`config.mk`:
```
export PLATFORM = sky130hd
export DESIGN_NAME = prog_delay_line
export DESIGN_NICKNAME = d
export VERILOG_FILES = /design/src/rtl/prog_delay_pkg.sv /design/src/rtl/prog_delay_line_delay_ram.sv /design/src/rtl/prog_delay_line.sv
export SDC_FILE = /design/constraint.sdc
export NUM_CORES = 1
export LEC_CHECK = 0
export CAP_MARGIN = 20
export CORE_UTILIZATION = 42
export CTS_CLUSTER_DIAMETER = 200
export DETAILED_ROUTE_END_ITERATION = 10
export PLACE_DENSITY = 0.6
export SLEW_MARGIN = 15
export SYNTH_ARGS = -nofsm -noshare
export SYNTH_HDL_FRONTEND = slang
export SYNTH_SLANG_ARGS = --single-unit
```
`constraint.sdc`:
```
create_clock -name clk -period 10.54 [get_ports clk]
set_clock_uncertainty 0.1 [all_clocks]
set_input_delay 2.108 -clock clk [delete_from_list [all_inputs] [get_ports clk]]
set_output_delay 2.108 -clock clk [all_outputs]
set_load 0.005 [all_outputs]
```
`src/rtl/prog_delay_pkg.sv`:
```
// ============================================================================
//  prog_delay_pkg
//  Shared types, constants and the delay-legality helper for prog_delay_line.
//  Revision: 1.0
// ============================================================================
`default_nettype none

package prog_delay_pkg;

  localparam int          DEFAULT_WIDTH = 24;
  localparam int unsigned DELAY_MIN     = 1;

  typedef logic [DEFAULT_WIDTH-1:0] lane_t;

  function automatic logic legal_delay(input int unsigned d, input int unsigned depth);
    return (d >= DELAY_MIN) && (d <= depth);
  endfunction

endpackage

`default_nettype wire

```
`src/rtl/prog_delay_line_delay_ram.sv`:
```
// ============================================================================
//  delay_ram
//  DEPTH x DATA_W single-port memory, combinational read, write-on-enable.
//  Revision: 1.0
// ============================================================================
`default_nettype none

module delay_ram #(
  parameter int DATA_W = 48,
  parameter int DEPTH  = 16,
  parameter int AW     = 4
) (
  input  logic              clk,
  input  logic              we,
  input  logic [AW-1:0]     addr,
  input  logic [DATA_W-1:0] wdata,
  output logic [DATA_W-1:0] rdata
);

  logic [DATA_W-1:0] r_mem [DEPTH];

  // Read sees the old contents in the cycle the same address is written.
  assign rdata = r_mem[addr];

  always_ff @(posedge clk) begin
    if (we) begin
      r_mem[addr] <= wdata;
    end
  end

endmodule

`default_nettype wire

```
`src/rtl/prog_delay_line.sv`:
```
// ============================================================================
//  prog_delay_line
//  Multi-lane run-time programmable delay line with valid tracking, stall and
//  flush. Optional output register: PROG_DELAY_LINE_OUTREG_EN.
//  Revision: 1.0
// ============================================================================
`default_nettype none

module prog_delay_line
  import prog_delay_pkg::*;
#(
  parameter  int WIDTH = 24,
  parameter  int LANES = 2,
  parameter  int DEPTH = 16,
  localparam int DW    = $clog2(DEPTH + 1)
) (
  input  logic                   clk,
  input  logic                   rst,
  input  logic                   cfg_load,
  input  logic [DW-1:0]          cfg_delay,
  input  logic                   en,
  input  logic                   in_valid,
  input  logic [LANES*WIDTH-1:0] in_data,
  output logic                   out_valid,
  output logic [LANES*WIDTH-1:0] out_data,
  output logic                   primed,
  output logic                   cfg_err
);

  localparam int AW = $clog2(DEPTH);

  logic [AW-1:0]          r_cnt;
  logic [DW-1:0]          r_dly;
  logic [DW-1:0]          r_fill;
  logic [DEPTH-1:0]       r_vld;
  logic                   r_cfg_err;

  logic                   w_last;
  logic                   w_primed;
  logic                   w_legal;
  logic                   w_we;
  logic                   w_out_valid;
  logic [LANES*WIDTH-1:0] w_rdata;

  assign w_last      = (DW'(r_cnt) == (r_dly - DW'(1)));
  assign w_primed    = (r_fill == r_dly);
  assign w_legal     = legal_delay(32'(cfg_delay), DEPTH);
  assign w_we        = en & ~cfg_load & ~rst;
  // Gating by primed hides stale flags left over from a previous delay.
  assign w_out_valid = r_vld[r_cnt] & w_primed;

  delay_ram #(
    .DATA_W (LANES*WIDTH),
    .DEPTH  (DEPTH),
    .AW     (AW)
  ) u_ram (
    .clk   (clk),
    .we    (w_we),
    .addr  (r_cnt),
    .wdata (in_data),
    .rdata (w_rdata)
  );

  always_ff @(posedge clk) begin
    if (rst) begin
      r_cnt     <= '0;
      r_dly     <= DW'(DEPTH);
      r_fill    <= '0;
      r_vld     <= '0;
      r_cfg_err <= 1'b0;
    end else if (cfg_load) begin
      r_cnt  <= '0;
      r_fill <= '0;
      r_vld  <= '0;
      if (w_legal) begin
        r_dly <= cfg_delay;
      end else begin
        r_cfg_err <= 1'b1;
      end
    end else if (en) begin
      r_cnt        <= w_last ? '0 : r_cnt + AW'(1);
      r_vld[r_cnt] <= in_valid;
      if (!w_primed) begin
        r_fill <= r_fill + DW'(1);
      end
    end
  end

  assign cfg_err = r_cfg_err;

`ifdef PROG_DELAY_LINE_OUTREG_EN
  logic [LANES*WIDTH-1:0] r_out_data;
  logic                   r_out_valid;
  logic                   r_primed;

  always_ff @(posedge clk) begin
    if (rst || cfg_load) begin
      r_out_data  <= '0;
      r_out_valid <= 1'b0;
      r_primed    <= 1'b0;
    end else if (en) begin
      r_out_data  <= w_rdata;
      r_out_valid <= w_out_valid;
      r_primed    <= w_primed;
    end
  end

  assign out_data  = r_out_data;
  assign out_valid = r_out_valid;
  assign primed    = r_primed;
`else
  assign out_data  = w_rdata;
  assign out_valid = w_out_valid;
  assign primed    = w_primed;
`endif

endmodule

`default_nettype wire

```
After elaboration in Yosys (flattened, before gate mapping) --
Memories as Yosys holds them, arrays and structs flattened. A register that Yosys moved wholly into a read port is not among the register bits. Index checks and enable logic that the tools add are counted.
Cells by class: eq/ne operators 2, reductions and logical operators 6, bitwise gates (word level) 7, $add $sub $neg 3, muxes and demuxes 10, order comparisons 4
Operators with widths (number):
- 16-bit bitwise mux | 1
- 4-bit 2-to-1 mux | 3
- 2-bit AND reduction | 3
- 5-bit by 1-bit adder with 5-bit output (second input constant) | 1
- 4-bit by 5-bit equality test with 1-bit output | 1
- 5-bit equality test | 1
- 5-bit by 1-bit greater-or-equal comparator with 1-bit output (second input constant) | 1
- 5-bit <= comparator (second input constant) | 1
- 4-bit by 5-bit < comparator with 1-bit output (second input constant) | 1
- 5-bit by 1-bit subtractor with 5-bit output (second input constant) | 1
- 4-bit by 1-bit adder with 4-bit output (second input constant) | 1
- 1-bit binary-select mux with 4-bit select | 1
- 1-bit demux with 4-bit select | 1
- 4-bit by 1-bit greater-or-equal comparator with 1-bit output (second input constant) | 1
- 1-bit 2-to-1 mux | 4
- 1-bit inverter | 4
- 1-bit bitwise AND | 3
- 1-bit logical AND | 2
- 2-bit OR reduction | 1
Word-level totals: input port bits 58, output and inout bits 51, memories kept 1, bits in writable memories 768, bits in registers 31, logic and storage cells 38
Memories:
- u_ram.r_mem | depth 16, width 48, rd ports 1, clocked after memory_dff 1, write ports 1, RTL line prog_delay_line_delay_ram.sv:20 | logic [DATA_W-1:0] r_mem [DEPTH];

Depth between registers and ports, before layout --
depth after elaboration 5, gate-level depth with buffers 8, depth with buffers taken out 7

Cells and area by module --
A second synthesis with hierarchy kept.
Second synthesis, totals: cells, all modules 1386, area total of the unflattened synthesis 30574.3 sq um
Modules (own cells, without submodules):
- delay_ram | cells each 1195, instances 1, seq. area each 23062.1 sq um, area an instance 28775.1 sq um
- prog_delay_line | cells each 191, instances 1, seq. area each 620.6 sq um, area an instance 1799.2 sq um

Worst setup path after synthesis --
No wires, ideal clock.
path kind input -> register, start point in cfg_load, end point mem u_ram.r_mem[10][0] (enable), path buffers 2, stages 4, data required time 9.927 ns, setup slack 3.772 ns, data arrival time 6.156 ns, library setup time 0.513 ns, path through or2_2 -> clkbuf_1 -> clkbuf_1 -> nor3_1
On the way: cells in the longest elaborated chain, start to end 5
Ends and longest elaborated chain:
- start: declaration | RTL line prog_delay_line.sv:19 | input logic cfg_load,
- 1-bit inverter | RTL line prog_delay_line.sv:48 | assign w_we = en & ~cfg_load & ~rst;
- 1-bit bitwise AND (2 in series) | RTL line prog_delay_line.sv:48
- 1-bit 2-to-1 mux | RTL line prog_delay_line_delay_ram.sv:26 | if (we) begin
- 1-bit 2-to-1 mux (not written as such) | RTL line prog_delay_line_delay_ram.sv:27 | r_mem[addr] <= wdata;
- end: declaration | RTL line prog_delay_line_delay_ram.sv:20
Every way passes these cells.

==> key figures <==
Clock tree
  • Worst-skew pair later-pin latency: 0.62 ns
  • Clk pin slew, worst setup/hold paths: 0.06 ns
  • Post-cts resize count: 0
  • CTS tree: built
  • Hold buffer count at cts: 0
  • Num CTS Buffers: 84
  • CTS sink cnt: about 800
  • Bufs on Longest Clock Path: 3
  • Post-CTS Setup Inserts: 0
  • CTS root buffer: clkbuf_16
  • H-tree depth: 3

Critical path
  • Critical path type: reg2out
  • Worst Path Arrival: 4.33 ns
  • Worst Setup Start Kind: flip-flop
  • Crit-path leading delay family: buffers and inverters
  • CP Max Fanout: 93
  • Worst path cell trace: buf_12, buf_4, mux4_2, mux4_2, clkdlybuf4s50_1
  • Crit. End Element: primary output
  • Crit path buffers/inverters: 3
  • Worst EP required: roughly 8.3 ns
  • Slowest-stage cell, CP: buf_4
  • Most frequent CP cell: mux4_2
  • Max stage delay on crit path: 0.72 ns

Route
  • DRT iter0 DRCs: about 1400
  • Drt total wl: 65720 um
  • Number of remaining DRC errors: 0
  • DR WL/cell: 26.74 um
  • Vias after detailed routing: 13780
  • Vias per cell: 5.606
  • 1st-pass router iterations: 5
  • Routed Antenna Nets: 0

STA
  • RSZ-0062 raised after global routing: no
  • Slew @ Worst Pin: 1.076 ns
  • Period utilisation layout: 0.6208
  • Fmax: 152.8 MHz
  • Final Setup Violations: 0
  • Setup TNS: 0 ns
  • Final Hold Vio Count: 0
  • Max Slew Vio Count: 0
  • Max_slew headroom: 0.2827
  • Hold slack: 0.3750 ns
  • Post-route minimum period: 6.543 ns

Final layout
  • Post-layout util: 0.4967
  • Nets: roughly 1500
  • Non-filler cells in the finished layout: 2458
  • Layout fillers: 5700
  • N_diodes: 0
  • Area Overhead vs Synth: 16.21%
  • Share of cells above drive strength 1: 0.2732

Placement
  • Detailed Place HPWL: 30880 um
  • GP Congestion: 0.7192
  • IO Port Bufs: approximately 110
  • Placed Cells: 2300

Logic synthesis
  • Avg Cell Area, Syn: approximately 24 um2
  • #FFs+latches synth: 803
  • Synth Cell Area: 0.03071 mm2
  • Count of cell types in the netlist: 35
  • Number of synthesized flops with an enable pin: roughly 770
  • Top FF cell, synth: edfxtp_1
  • Synth Warn #: 0
  • Post-synthesis sequential area ratio: 0.7738
  • Yosys top cell area share: 0.7510
  • Top post-synthesis cells by area: edfxtp_1 75%, mux4_2 17%, dfxtp_1 2.3%
  • Cells after synthesis: 1287
  • Yosys top cell by area: edfxtp_1
  • Syn nets: approximately 1400
  • FFs w/ async S/R, synth: 0

Global route
  • GRT Resource Usage Total: 0.1814
  • First-pass GRT wire length: between 90000 and 100000 um
  • Congestion Overflow GR: 0
  • Largest net degree at the start of global routing: 131
  • Antenna violations before repair: 4
  • Vias in the first global route: 14670

Outcome
  • Status: completed

Min path
  • Hold crit path type: reg2reg

Floorplan
  • Die area: 0.07420 mm2
  • Row cnt: 98
  • Core area: 0.07185 mm2
  • # IOs: 109
  • Initial Util: 0.4274
  • Die X: 272.4 um
  • Die height: approximately 270 um

Pwr
  • Peak VDD IR: between 0.1 and 0.15 mV
  • PnR Total Power: 0.006683 W
  • PwrDens: between 150 and 200 mW/mm2
  • Lkg Pwr: 10.72 nW

Job
  • Max_cap viols: 0
## synth_stat cells, types with 6 or more instances
library cell / number
mux4_1: 7
mux4_2: 238
xnor2_1: 8
nand3_1: 6
nor2_1: 31
edfxtp_1: 768
buf_6: 19
nand2_1: 20
nand2b_1: 6
a21oi_1: 19
xor2_1: 7
clkbuf_1: 41
dfxtp_1: 35
ha_1: 6
nor3_1: 13
o21ai_0: 18
## state kept, by name, indices dropped and copies added, names as in the netlist, named ones only
name,count
r_dly,5
r_cnt,4
r_vld,16
u_ram.r_mem,768
r_fill,5
cfg_err,1
## layer usage
layer / up-vias / part of all wire / GRT usage
li1: 5822 / - / -
met1: 7513 / 0.44 / 0.2607
met2: 342 / 0.49 / 0.2903
met3: 94 / 0.049 / 0.03218
met4: 8 / 0.017 / 0.04199
met5: - / 0.00076 / 0
## cells in the final DEF, fill, tap and decap left out, types with 3 or more instances in the layout
| cell type | instances |
|---|---|
| nor2_1 | 27 |
| clkinv_2 | 15 |
| nand3_1 | 6 |
| and3_1 | 3 |
| o211ai_1 | 3 |
| ha_1 | 6 |
| inv_1 | 4 |
| clkdlybuf4s50_1 | 108 |
| dfxtp_4 | 4 |
| dfxtp_1 | 31 |
| o21ai_0 | 18 |
| clkinv_1 | 23 |
| buf_12 | 3 |
| xnor2_1 | 8 |
| clkbuf_16 | 88 |
| a21oi_1 | 19 |
| mux4_2 | 238 |
| nand2b_1 | 6 |
| nand2_1 | 20 |
| xor2_1 | 7 |
| nor2_4 | 4 |
| buf_4 | 25 |
| clkinvlp_4 | 3 |
| nand4_1 | 4 |
| edfxtp_1 | 768 |
| bufinv_16 | 10 |
| clkbuf_1 | 12 |
| or2_2 | 3 |
| mux4_1 | 7 |
| mux2i_1 | 5 |
| nor3_2 | 12 |
## path summary, 6_finish.rpt
| kind | from | endpoint | slack, ns | depth (start not counted) |
|---|---|---|---|---|
| max | flip-flop | out_data[8] | 4.00 | 5 |
| min | r_vld[3] | r_vld[3] | 0.38 | 2 |
| max reg2reg | r_cnt[0] | u_ram.r_mem[15][15] | 7.02 | 5 |
| min reg2reg | r_vld[3] | r_vld[3] | 0.38 | 2 |
## area by class of cell
class                           instances  area, um2  share of cell area
Multi-Input combinational cell        408       6569              0.1841
Sequential cell                       803      23780              0.6663
Tap cell                              950       1189             0.03331
Inverter                                4      15.01           0.0004207
Clock inverter                         56      546.8             0.01532
Timing Repair Buffer                  136       1329             0.03723
Clock buffer                          101       2261             0.06335
## stage by stage
| step | cell area, um2 | setup WS [ns] |
|---|---|---|
| floorplan | 30710 | 3.772 |
| global placement | 32860 | 4.560 |
| detailed placement | 32860 | 4.523 |
| CTS | 35670 | 3.878 |
| global route | 35690 | 3.707 |
| finish | 35690 | 3.997 |
## worst reg2reg max path: cells and delay by family (launching register included)
kind                     cells  cell delay, ns
adder cells (fa/ha/maj)      1            0.29
buffers and inverters        1            0.65
flip-flops                   1            0.68
AND/OR/NAND/NOR              3            1.42
## power by group
group	internal [W]	switching, W
Combinational	0.000101	0.0000998
Sequential	0.00350	0.00000829
Clock	0.00178	0.00119
Total	0.00538	0.00130
## cells by family (layout without fill, tap and decap cells)
kind of cell    count (synthesis)  in the layout  share of synthesized area
buf+inv                        76            297                    0.01520
xor+xnor                       15             15                   0.004278
simple gates                   92             92                    0.01394
mux                           250            250                     0.1822
fa+ha+maj                       6              6                   0.002445
flops                         803            803                     0.7738
compound gates                 45             45                   0.008149
(Power assumes the default switching activity.)
